==> src/rtl/led_seq_pkg.sv <==
// Shared types for the LED result sequencer: FSM states, result word and
// the helper that selects one half of a result for the LEDs.
package led_seq_pkg;

  typedef enum logic [1:0] {
    IDLE   = 2'd0,
    LOAD   = 2'd1,
    SHOW_A = 2'd2,
    SHOW_B = 2'd3
  } state_t;

  typedef logic [31:0] result_t;

  localparam int LED_W = 16;

  function automatic logic [LED_W-1:0] pick_half(input result_t value, input logic upper);
    logic [LED_W-1:0] half;
    if (upper) begin
      half = value[31:16];
    end else begin
      half = value[15:0];
    end
    return half;
  endfunction

endpackage

==> src/rtl/result_fifo.sv <==
// Synchronous result FIFO; only pointers and count are reset, storage is not.
// A push into a full FIFO is accepted only when a pop happens on the same edge.
module result_fifo
  import led_seq_pkg::*;
#(
  parameter int DEPTH = 8
) (
  input  logic                       clk,
  input  logic                       reset_btn,
  input  logic                       push,
  input  logic                       pop,
  input  result_t                    push_data,
  output result_t                    head,
  output logic                       full,
  output logic                       empty,
  output logic [$clog2(DEPTH+1)-1:0] count
);

  localparam int PTR_W = $clog2(DEPTH);
  localparam int CNT_W = $clog2(DEPTH + 1);

  result_t          mem_r [DEPTH];
  logic [PTR_W-1:0] wr_ptr_r;
  logic [PTR_W-1:0] rd_ptr_r;
  logic [CNT_W-1:0] count_r;
  logic             pop_ok_s;
  logic             push_ok_s;

  assign full      = (count_r == CNT_W'(DEPTH));
  assign empty     = (count_r == {CNT_W{1'b0}});
  assign pop_ok_s  = pop && !empty;
  assign push_ok_s = push && (!full || pop_ok_s);
  assign head      = mem_r[rd_ptr_r];
  assign count     = count_r;

  // Pointer and occupancy tracking
  always_ff @(posedge clk or posedge reset_btn) begin
    if (reset_btn) begin
      wr_ptr_r <= {PTR_W{1'b0}};
      rd_ptr_r <= {PTR_W{1'b0}};
      count_r  <= {CNT_W{1'b0}};
    end else begin
      if (push_ok_s) begin
        wr_ptr_r <= wr_ptr_r + PTR_W'(1'b1);
      end
      if (pop_ok_s) begin
        rd_ptr_r <= rd_ptr_r + PTR_W'(1'b1);
      end
      case ({push_ok_s, pop_ok_s})
        2'b10:   count_r <= count_r + CNT_W'(1'b1);
        2'b01:   count_r <= count_r - CNT_W'(1'b1);
        default: count_r <= count_r;
      endcase
    end
  end

  // Data storage write port
  always_ff @(posedge clk) begin
    if (push_ok_s) begin
      mem_r[wr_ptr_r] <= push_data;
    end
  end

endmodule

==> src/rtl/led_result_sequencer.sv <==
// Queues processor results and paces them onto the LEDs, holding each one for
// HOLD_CYCLES per displayed half, optionally alternating lower then upper half.
module led_result_sequencer
  import led_seq_pkg::*;
#(
  parameter int DEPTH       = 8,
  parameter int HOLD_CYCLES = 100_000_000
) (
  input  logic                       clk,
  input  logic                       reset_btn,
  input  logic [31:0]                result_in,
  input  logic                       result_valid,
  input  logic [1:0]                 sw,
  output logic [15:0]                led,
  output logic [$clog2(DEPTH+1)-1:0] fifo_count,
  output logic                       overflow,
  output logic                       busy
);

  // A one-cycle hold still needs a one-bit counter
  localparam int                HOLD_W    = (HOLD_CYCLES > 1) ? $clog2(HOLD_CYCLES) : 1;
  localparam logic [HOLD_W-1:0] HOLD_LAST = HOLD_W'(HOLD_CYCLES - 32'sd1);

  state_t            state_r;
  logic [HOLD_W-1:0] hold_cnt_r;
  result_t           display_reg;
  logic              overflow_r;
  logic              pop_s;
  logic              hold_done_s;
  logic              fifo_full_s;
  logic              fifo_empty_s;
  result_t           fifo_head_s;

  assign pop_s       = (state_r == LOAD);
  assign hold_done_s = (hold_cnt_r == HOLD_LAST);
  assign busy        = (state_r != IDLE);
  assign overflow    = overflow_r;

  result_fifo #(
    .DEPTH(DEPTH)
  ) u_fifo (
    .clk       (clk),
    .reset_btn (reset_btn),
    .push      (result_valid),
    .pop       (pop_s),
    .push_data (result_in),
    .head      (fifo_head_s),
    .full      (fifo_full_s),
    .empty     (fifo_empty_s),
    .count     (fifo_count)
  );

  // Sequencing FSM, hold counter and display register
  always_ff @(posedge clk or posedge reset_btn) begin
    if (reset_btn) begin
      state_r     <= IDLE;
      hold_cnt_r  <= {HOLD_W{1'b0}};
      display_reg <= 32'h0000_0000;
    end else begin
      case (state_r)
        IDLE: begin
          if (!fifo_empty_s) begin
            state_r <= LOAD;
          end
        end
        LOAD: begin
          display_reg <= fifo_head_s;
          hold_cnt_r  <= {HOLD_W{1'b0}};
          state_r     <= SHOW_A;
        end
        SHOW_A: begin
          if (hold_done_s) begin
            hold_cnt_r <= {HOLD_W{1'b0}};
            state_r    <= sw[1] ? SHOW_B : IDLE;
          end else begin
            hold_cnt_r <= hold_cnt_r + HOLD_W'(1'b1);
          end
        end
        SHOW_B: begin
          if (hold_done_s) begin
            hold_cnt_r <= {HOLD_W{1'b0}};
            state_r    <= IDLE;
          end else begin
            hold_cnt_r <= hold_cnt_r + HOLD_W'(1'b1);
          end
        end
        default: begin
          hold_cnt_r <= {HOLD_W{1'b0}};
          state_r    <= IDLE;
        end
      endcase
    end
  end

  // Sticky flag for a push dropped against a full FIFO
  always_ff @(posedge clk or posedge reset_btn) begin
    if (reset_btn) begin
      overflow_r <= 1'b0;
    end else if (result_valid && fifo_full_s && !pop_s) begin
      overflow_r <= 1'b1;
    end else begin
      overflow_r <= overflow_r;
    end
  end

  // LED half selection; auto mode follows the live sw[1]
  always_comb begin
    led = pick_half(display_reg, sw[0]);
    case (state_r)
      SHOW_A: begin
        if (sw[1]) begin
          led = pick_half(display_reg, 1'b0);
        end else begin
          led = pick_half(display_reg, sw[0]);
        end
      end
      SHOW_B:  led = pick_half(display_reg, 1'b1);
      default: led = pick_half(display_reg, sw[0]);
    endcase
  end

endmodule

==> config.mk <==
export PLATFORM = sky130hd
export DESIGN_NAME = led_result_sequencer
export DESIGN_NICKNAME = d
export VERILOG_FILES = /design/src/rtl/led_seq_pkg.sv /design/src/rtl/result_fifo.sv /design/src/rtl/led_result_sequencer.sv
export SDC_FILE = /design/constraint.sdc
export NUM_CORES = 1
export LEC_CHECK = 0
export ABC_CLOCK_PERIOD_IN_PS = 4900
export CAP_MARGIN = 10
export CELL_PAD_IN_SITES_DETAIL_PLACEMENT = 2
export CELL_PAD_IN_SITES_GLOBAL_PLACEMENT = 2
export CORE_ASPECT_RATIO = 0.7
export CORE_UTILIZATION = 49
export CTS_BUF_LIST = sky130_fd_sc_hd__clkbuf_2 sky130_fd_sc_hd__clkbuf_4 sky130_fd_sc_hd__clkbuf_8
export DETAILED_ROUTE_END_ITERATION = 10
export GPL_TIMING_DRIVEN = 0
export HOLD_SLACK_MARGIN = 0.03
export PLACE_DENSITY = 0.79
export RECOVER_POWER = 25
export SYNTH_ARGS = -nofsm -noshare
export SYNTH_HDL_FRONTEND = slang
export SYNTH_HIERARCHICAL = 1
export SYNTH_SLANG_ARGS = --single-unit
export TNS_END_PERCENT = 10
==> constraint.sdc <==
create_clock -name clk -period 4.9 [get_ports clk]
set_input_delay 0.49 -clock clk [delete_from_list [all_inputs] [get_ports clk]]
set_output_delay 0.49 -clock clk [all_outputs]
set_load 0.005 [all_outputs]
; ---- After elaboration in Yosys (flattened, before gate mapping)
; Memory sizes are Yosys's and may differ from the RTL's. A register that Yosys moved wholly into a read port is not among the register bits.
; Index checks and enable logic that the tools add are counted.
[totals]
out_inout_bits = 22
elab_cells = 50
mem_bits_rw = 256
reg_bits = 40
input_bits = 37
mem_count = 1
[memory_table]
columns = memory, words, width, rd, rd_clocked_by_memory_dff, wr, line_no
row1 = u_fifo.mem_r, 8, 32, 1, 1, 1, result_fifo.sv:22  ; result_t mem_r [DEPTH];
[op_classes]
addsub = 5
eq_ne = 10
mux = 13
reduce_logical = 15
[op_table]
columns = operator, count
row1 = one-hot mux 27 bit (2 select lines), 1
row2 = 2-to-1 mux 16 bit, 2
row3 = one-hot mux 16 bit (2 select lines), 1
row4 = adder 27 x 1 -> 27 bit (second input constant), 1
row5 = equality test 27 bit (second input constant), 1
row6 = 2-to-1 mux 27 bit, 1
row7 = 2-to-1 mux 2 bit, 4
row8 = one-hot mux 2 bit (4 select lines), 1
row9 = one-hot mux 4 bit (2 select lines), 1
row10 = adder 3 x 1 -> 3 bit (second input constant), 2
row11 = equality test 2 bit (second input constant), 3
row12 = inequality test 2 bit (second input constant), 3
row13 = nonzero test 2 bit, 3
row14 = adder 4 x 1 -> 4 bit (second input constant), 1
row15 = equality test 2 x 1 -> 1 bit (second input constant), 2
row16 = equality test 4 bit (second input constant), 1
row17 = logical AND 1 bit, 4
row18 = zero test 4 bit, 1
row19 = subtractor 4 x 1 -> 4 bit (second input constant), 1
row20 = zero test 1 bit, 3
row21 = AND reduction 3 bit, 1
row22 = zero test 2 bit, 1
row23 = 2-to-1 mux 1 bit, 2
row24 = OR reduction 2 bit, 1
row25 = logical OR 1 bit, 1

; ---- Longest topological paths before layout
; Gate-level depths: netlist (run 1).
[logic_depth]
depth_word = 7
ltp_mapped = 11
ltp_nobuf = 9

; ---- Modules after synthesis
; The synthesis (run 1) kept the hierarchy.
[modules_own_cells]
columns = mod, cells_each, seq_area_each_um2, n_inst, area_each_um2
row1 = result_fifo, 442, 7937.6, 1, 10401.2
row2 = led_result_sequencer, 280, 1551.5, 1, 3166.8

; ---- Worst setup path after synthesis (run 1)
; Ideal clock, no wire load.
[synth_path]
kind = flip-flop to flip-flop
start = register state_r[0]
end = memory u_fifo/mem_r[0][0] (netlist name) (enable)
arrival_ps = 4007
synth_period_minus_slack_ps = 4468
required_time_ps = 4439
setup_time_ps = 461
stages_incl_launch_ff = 8
setup_slack_ps = 432
path_buffers = 2
path_cell_list = dfrtp_1 -> nor2b_1 -> clkbuf_1 -> buf_1 -> nand2b_1 -> o21a_1 -> nand2b_1 -> nor3_1
[synth_between]
elab_chain_cells = 6
[synth_lines]
columns = item, line_no
row1 = "start, declared", led_result_sequencer.sv:24  ; state_t state_r;
row2 = "start signal, assigned", led_result_sequencer.sv:74  ; state_r <= sw[1] ? SHOW_B : IDLE;
row3 = equality test 2 x 1 -> 1 bit, led_result_sequencer.sv:34  ; assign pop_s = (state_r == LOAD);
row4 = via pop_s, led_result_sequencer.sv:28  ; logic pop_s;
row5 = logical AND 1 bit, result_fifo.sv:31  ; assign pop_ok_s = pop && !empty;
row6 = logical OR 1 bit, result_fifo.sv:32  ; assign push_ok_s = push && (!full || pop_ok_s);
row7 = logical AND 1 bit, result_fifo.sv:32
row8 = 2-to-1 mux 1 bit, result_fifo.sv:59  ; if (push_ok_s) begin
row9 = 2-to-1 mux 1 bit (not written as such), result_fifo.sv:60  ; mem_r[wr_ptr_r] <= push_data;
row10 = "end, declared", result_fifo.sv:22
; The timed path passes the listed nets, and every way through them passes these cells.

; ---- Worst setup path in the final report (run 1)
[layout_path]
start = register state_r[0]
end = memory u_fifo/mem_r[0][12] (netlist name) (enable)
; The elaborated chain is that of the path after synthesis.

==> impl_results.md, run 1 <==
* Worst setup EP type: flip-flop
* Dpl cell area at 0.01489 mm^2
* # setup viols final at 0
* Initial core utilization at 50.32%
* CP max stage delay at 0.67 ns
* Pin count of the biggest net entering global routing at 63
* Status: complete, no violations
* Die footprint at 0.02837 mm^2
* Max clock buf depth at 3
* Antenna violations before repair at 3
* Final WS setup at 0.6644 ns
* Die W at 200.9 um
* Postcts setup bufs at 0
* Cells after Synth at 722
* I/O Pins at 59
* FF-to-FF End: u_fifo/mem_r[0][12]$_DFFE_PP_
* # DRC at 0
* F_max at 236.1 MHz
* Post-route cell area at 0.01594 mm^2
* Die Span Y at 141.2 um
* Post-synth EDFFs at 256
* CTS tree: yes
* Arr. time, crit path at 4.53 ns
* R2r startpoint: state_r[0]$_DFFE_PP0P_
* Max cap viols at 0
* Core footprint at 0.02696 mm^2
* Final period util at 86.44%
* ANT nets after route at 0
* Pwr dens at 425.6 mW/mm^2
* Leak at 5.654 nW
* CTS H-Tree Depth at 2
* Post-CTS Resized at 0
* CP Cell Sequence: nor2b_1 > clkbuf_1 > buf_1 > buf_8 > nand2b_1 > o21a_1 > nand2b_1 > nor3_2 > buf_8 > buf_6 > buf_6 > buf_6
* Most used cell, CP: buf_6
* Clock transition at path regs at 0.07 ns
* Post-layout min period at 4.236 ns
* Worst Setup SP: state_r[0]$_DFFE_PP0P_
* CP Launch Type: flip-flop
* Filler Cells Inserted at 2,224
* Top_reg_cell synth: edfxtp_1
* Number of global-route vias before repair at 8,602
* Reg2Reg Depth at 12
* Routed WL per cell at 31.67 um
* Vias per inst at 6.113
* Placement Setup Slack at 0.3373 ns
* Max-slew violation count at 0
* Max FFs per register at 256
* Grt ovf at 0
* Num CTS Buffers at 50
* Crit path to: u_fifo/mem_r[0][12]$_DFFE_PP_
* Hold/Removal Path Class: input pin to asynchronous set/reset pin
* First-pass GRT wire length at 58,630 um
* Detailed placer's ending HPWL at 25,890 um
* Clock Skew at 0.02722 ns
* GP Congestion at 0.8706
* Layout area overhead at 17.45%
* Register area share after synthesis at 69.94%
* Site Rows at 50
* CP Class: flip-flop to flip-flop
* Mapped cell area at 0.01357 mm^2
* Port bufs at 58
* Layout cells sized above 1 at 29.31%
* Overall global routing resource usage at 29.03%
* Syn nets at 765
* Cts hold-fix bufs at 0
* WP data required at 5.19 ns
* Yosys reg bits at 328
* Vias at 7,654
* Worst-Margin Slew at 0.9983 ns
* Final Hold Vio Count at 0
* Peak supply drop at 262.0 uV
* R2R Setup Slk at 0.66 ns
* Syn Area/Cell at 18.79 um^2
* CTS root buf: clkbuf_8
* Fraction of registers with async set/reset at 21.95%
* Drt first pass iters at 4
* Setup repair after global routing missed its margin: false
* Crit-path slowest cell: nor3_2
* Worst-path fanout max at 12
* Ys Warns at 6
* Drt total wl at 39,650 um
* Yosys cell types at 63
* Rel. slew slack at 33.00%
* Nets at 890
* Initial DRC Count at 624
* Clock Sink Count at 328
* Clk_lat worst skew at 0.61 ns
-- worst min-delay path by stage --
stage,startpoint,endpoint,depth (start not counted)
global placement,overflow$_DFFE_PP0P_,overflow$_DFFE_PP0P_,1
floorplan,reset_btn,u_fifo/count[0]$_DFFE_PP0P_,1
global route,reset_btn,u_fifo/rd_ptr_r[1]$_DFFE_PP0N_,2
CTS,reset_btn,u_fifo/count[0]$_DFFE_PP0P_,2
detailed placement,hold_cnt_r[26]$_DFFE_PP0N_,hold_cnt_r[26]$_DFFE_PP0N_,1
finish,reset_btn,u_fifo/rd_ptr_r[0]$_DFFE_PP0N_,2
-- synthesized netlist by cell type (6+ instances only) --
library cell / count / share of area (%)
inv_1: 10 / 0.28
dfrtp_1: 72 / 13
a21oi_1: 12 / 0.44
nand2b_1: 9 / 0.41
clkbuf_1: 12 / 0.33
nor2_1: 18 / 0.50
mux2_2: 81 / 6.7
buf_2: 12 / 0.44
mux4_1: 25 / 4.8
mux4_2: 39 / 6.5
nand2_1: 31 / 0.86
nand3_1: 14 / 0.52
buf_1: 8 / 0.22
a31oi_1: 17 / 0.78
and4_1: 6 / 0.39
edfxtp_1: 256 / 57
-- cell type report --
class                      instances  area (um^2)  share of cell area (%)
sequential                       328         9489                   59.55
multi-input combinational        345         3865                   24.25
clock buffer                      75        919.6                   5.771
timing repair buffer              73        828.3                   5.198
tap                              364        455.4                   2.858
buffer                            38        227.7                   1.429
clock inverter                    17        103.9                  0.6517
inverter                          11        43.79                  0.2748
antenna                            1        2.502                 0.01570
-- layer usage --
metal	vias to the layer above	global-route usage (%)	wire (um)
li1	3189	-	-
met5	-	0	13
met2	301	48.77	19870
met3	76	5.363	2213
met4	2	9.401	1011
met1	4086	38.64	16540
-- report_power, final --
group	internal (mW)	switching (mW)
sequential	3.38	0.148
clock	1.25	1.11
combinational	0.372	0.514
total	5.01	1.78
-- stage by stage --
| step | power, mW | utilization [%] | TNS, ns | std cells | hold slack (ns) |
|---|---|---|---|---|---|
| 2_1_floorplan | 3.937 | - | 0 | 722 | 0.3302 |
| 3_3_place_gp | 4.254 | 54.16 | -348.62 | 1144 | 0.4626 |
| 3_5_place_dp | 4.466 | 55.24 | 0 | 1158 | 0.4855 |
| 4_1_cts | 6.827 | 59.03 | 0 | 1250 | 0.3163 |
| 5_1_grt | 6.987 | 59.10 | 0 | 1252 | 0.4508 |
| 6_report | 6.781 | 59.10 | 0 | 1252 | 0.4455 |
-- cell usage in the layout (no fill, tap or decap), types with 14 or more instances in the layout --
master and n:
edfxtp_1 256, dfrtp_1 72, mux2_2 81, nand3_1 14, dlygate4sd3_1 25, nand2_1 31, clkbuf_8 57, mux4_1 25
a31oi_1 17, mux4_2 39, clkdlybuf4s50_1 33, clkbuf_4 18
-- worst max-delay path: cells and delay by family (launching register included) --
family / cells / cell delay [ns]
buffers and inverters: 7 / 1.89
AO/OA/AOI/OAI: 1 / 0.23
AND/OR/NAND/NOR: 4 / 1.38
flip-flops: 1 / 0.43
-- logic make-up (layout without fill, tap and decap cells) --
kind of cell	after synthesis	in the layout	synth area share, %
compound gates	65	65	3.357
xor+xnor	7	7	0.4519
fa+ha+maj	6	6	0.6086
buf+inv	49	214	1.983
flops	328	328	69.94
mux	151	151	18.53
other cells	0	1	0
simple gates	116	116	5.136
No activity file was read; power rests on OpenSTA's default activity.
==> run 2: changes to the inputs <==
--- a/config.mk
+++ b/config.mk
@@ -17,6 +17,7 @@
 export HOLD_SLACK_MARGIN = 0.03
 export PLACE_DENSITY = 0.79
 export RECOVER_POWER = 25
+export SLEW_MARGIN = 10
 export SYNTH_ARGS = -nofsm -noshare
 export SYNTH_HDL_FRONTEND = slang
 export SYNTH_HIERARCHICAL = 1
==> impl_results.md, run 2 (same netlist as run 1, synthesis figures left out) <==
* Status: complete, but fails checks (was complete, no violations)
* Failing checks: max-capacitance violations, max-slew violations
* First-pass GRT wire length at 58,900 um (was 58,630 um)
* Worst setup EP type: flip-flop (unchanged)
* Initial DRC Count at 583 (was 624)
* GP Congestion at 0.8706 (unchanged)
* ANT nets after route at 0 (unchanged)
* Max clock buf depth at 3 (unchanged)
* Routed WL per cell at 31.61 um (was 31.67 um)
* Overall global routing resource usage at 29.06% (was 29.03%)
* Drt first pass iters at 5 (was 4)
* # setup viols final at 0 (unchanged)
* Die footprint at 0.02837 mm^2 (unchanged)
* Vias at 7,575 (was 7,654)
* CTS root buf: clkbuf_8 (unchanged)
* Dpl cell area at 0.01490 mm^2 (was 0.01489 mm^2)
* Worst-Margin Slew at 3.804 ns (was 0.9983 ns)
* Drt total wl at 39,570 um (was 39,650 um)
* Arr. time, crit path at 5.01 ns (was 4.53 ns)
* Setup repair after global routing missed its margin: false (unchanged)
* Cts hold-fix bufs at 0 (unchanged)
* Nets at 890 (unchanged)
* Layout cells sized above 1 at 29.28% (was 29.31%)
* CP max stage delay at 0.91 ns (was 0.67 ns)
* Number of global-route vias before repair at 8,561 (was 8,602)
* CTS H-Tree Depth at 2 (unchanged)
* Final Hold Vio Count at 0 (unchanged)
* Worst-path fanout max at 16 (was 12)
* FF-to-FF End: u_fifo/mem_r[1][16]$_DFFE_PP_ (was u_fifo/mem_r[0][12]$_DFFE_PP_)
* Detailed placer's ending HPWL at 26,430 um (was 25,890 um)
* Filler Cells Inserted at 2,176 (was 2,224)
* F_max at 212.0 MHz (was 236.1 MHz)
* Leak at 5.621 nW (was 5.654 nW)
* Commonest non-fill, non-tap cell in the layout: edfxtp_1 (unchanged)
* Site Rows at 50 (unchanged)
* Vias per inst at 6.050 (was 6.113)
* Postcts setup bufs at 0 (unchanged)
* Crit-path slowest cell: clkdlybuf4s15_1 (was nor3_2)
* CP Cell Sequence: nor2b_1 > clkbuf_1 > clkdlybuf4s15_1 > nand2b_1 > o21a_1 > nand2_1 > nor3_2 > buf_4 > buf_6 > buf_4 > buf_6 (was nor2b_1 > clkbuf_1 > buf_1 > buf_8 > nand2b_1 > o21a_1 > nand2b_1 > nor3_2 > buf_8 > buf_6 > buf_6 > buf_6)
* Antenna violations before repair at 1 (was 3)
* R2R Setup Slk at 0.18 ns (was 0.66 ns)
* Final WS setup at 0.1827 ns (was 0.6644 ns)
* Post-CTS Resized at 0 (unchanged)
* Pin count of the biggest net entering global routing at 61 (was 63)
* Post-layout min period at 4.717 ns (was 4.236 ns)
* Reg2Reg Depth at 11 (was 12)
* Final period util at 96.27% (was 86.44%)
* Rel. slew slack at -153.6% (was 33.00%)
* Clock Sink Count at 328 (unchanged)
* Hold/Removal Path Class: input pin to asynchronous set/reset pin (unchanged)
* # DRC at 0 (unchanged)
* Num CTS Buffers at 50 (unchanged)
* Clock transition at path regs at 0.07 ns (about the same)
* Max FFs per register at 256 (unchanged)
* Clk_lat worst skew at 0.61 ns (about the same)
* CP Class: flip-flop to flip-flop (unchanged)
* Die W at 200.9 um (unchanged)
* Die Span Y at 141.2 um (unchanged)
* Clock Skew at 0.02105 ns (was 0.02722 ns)
* Critical path buffer and inverter count at 6 (was 7)
* CP Launch Type: flip-flop (unchanged)
* CTS tree: yes (unchanged)
* Max cap viols at 1 (was 0)
* R2r startpoint: state_r[0]$_DFFE_PP0P_ (unchanged)
* Port bufs at 58 (unchanged)
* Post-route cell area at 0.01586 mm^2 (was 0.01594 mm^2)
* WP data required at 5.19 ns (about the same)
* Pwr dens at 420.1 mW/mm^2 (was 425.6 mW/mm^2)
* I/O Pins at 59 (unchanged)
* Placement Setup Slack at 0.1251 ns (was 0.3373 ns)
* Core footprint at 0.02696 mm^2 (unchanged)
* Peak supply drop at 282.2 uV (was 262.0 uV)
* Grt ovf at 0 (unchanged)
* ANT cells at 0 (was 1)
* Initial core utilization at 50.32% (unchanged)
* Most frequent cells in the layout: edfxtp_1, mux2_2, dfrtp_1 (unchanged)
* WHS at 0.2629 ns (was 0.4455 ns)
* Layout area overhead at 16.88% (was 17.45%)
* CP top delay family: buffers and inverters (unchanged)
* Max-slew violation count at 61 (was 0)
[run 2: changes by cell type in the layout (fill, tap and decap cells not counted), moves of 2 or more]
| cell | change |
|---|---|
| buf_4 | +4 |
| buf_6 | -2 |
| buf_8 | -3 |
| clkbuf_4 | -2 |
| clkbuf_8 | -4 |
| clkdlybuf4s50_1 | +9 |
| clkinv_2 | +6 |
| dlygate4sd3_1 | -9 |
| inv_6 | +2 |
[run 2: worst max path at each step]
stage                            from                       endpoint  slack, ns  depth (start not counted)
2_1_floorplan  state_r[0]$_DFFE_PP0P_   u_fifo/mem_r[0][0]$_DFFE_PP_       0.43                          7
3_3_place_gp   state_r[0]$_DFFE_PP0P_   u_fifo/mem_r[0][6]$_DFFE_PP_      -2.90                          7
3_5_place_dp   state_r[0]$_DFFE_PP0P_   u_fifo/mem_r[0][6]$_DFFE_PP_       0.13                         11
4_1_cts        state_r[0]$_DFFE_PP0P_  u_fifo/mem_r[0][12]$_DFFE_PP_       0.01                         11
5_1_grt        state_r[0]$_DFFE_PP0P_  u_fifo/mem_r[1][16]$_DFFE_PP_       0.01                         11
6_report       state_r[0]$_DFFE_PP0P_  u_fifo/mem_r[1][16]$_DFFE_PP_       0.18                         11
[run 2: worst register-to-register path: stages (launching register included)]
cell and delay, ns:
dfrtp_1 0.44, nor2b_1 0.21, clkbuf_1 0.41, clkdlybuf4s15_1 0.91, nand2b_1 0.26, o21a_1 0.20, nand2_1 0.26, nor3_2 0.79
buf_4 0.33, buf_6 0.18, buf_4 0.23, buf_6 0.19
[run 2: report_power, final]
part           internal [mW]  total, mW  switching, mW
Combinational          0.366      0.885          0.519
Sequential              3.38       3.53          0.149
Clock                   1.13       2.25           1.11
Total                   4.88       6.66           1.78
[run 2: layout make-up]
| cell class | instances | area, um^2 | share of cell area (%) |
|---|---|---|---|
| flip-flops and latches | 328 | 9489 | 59.84 |
| multi-input cells | 345 | 3871 | 24.41 |
| clock buffers | 69 | 849.6 | 5.357 |
| repair buffers | 73 | 794.5 | 5.010 |
| well taps | 364 | 455.4 | 2.872 |
| plain buffers | 38 | 234.0 | 1.475 |
| clock inverters | 24 | 121.4 | 0.7653 |
| inverters | 11 | 42.54 | 0.2683 |
[run 2: stage by stage]
step	total power, mW	util [%]	cells	setup TNS (ns)
2_1_floorplan	3.937	-	722	0
3_3_place_gp	4.254	54.16	1144	-348.62
3_5_place_dp	4.466	55.26	1159	0
4_1_cts	6.715	58.86	1252	0
5_1_grt	6.873	58.81	1252	0
6_report	6.662	58.81	1252	0
[run 2: layer usage]
layer / wire length, um / GRT usage, % / vias up
met5: 9 / 0 / -
met4: 735 / 7.433 / 2
met3: 1887 / 5.132 / 58
met2: 20160 / 49.74 / 215
met1: 16780 / 38.82 / 4110
li1: - / - / 3190
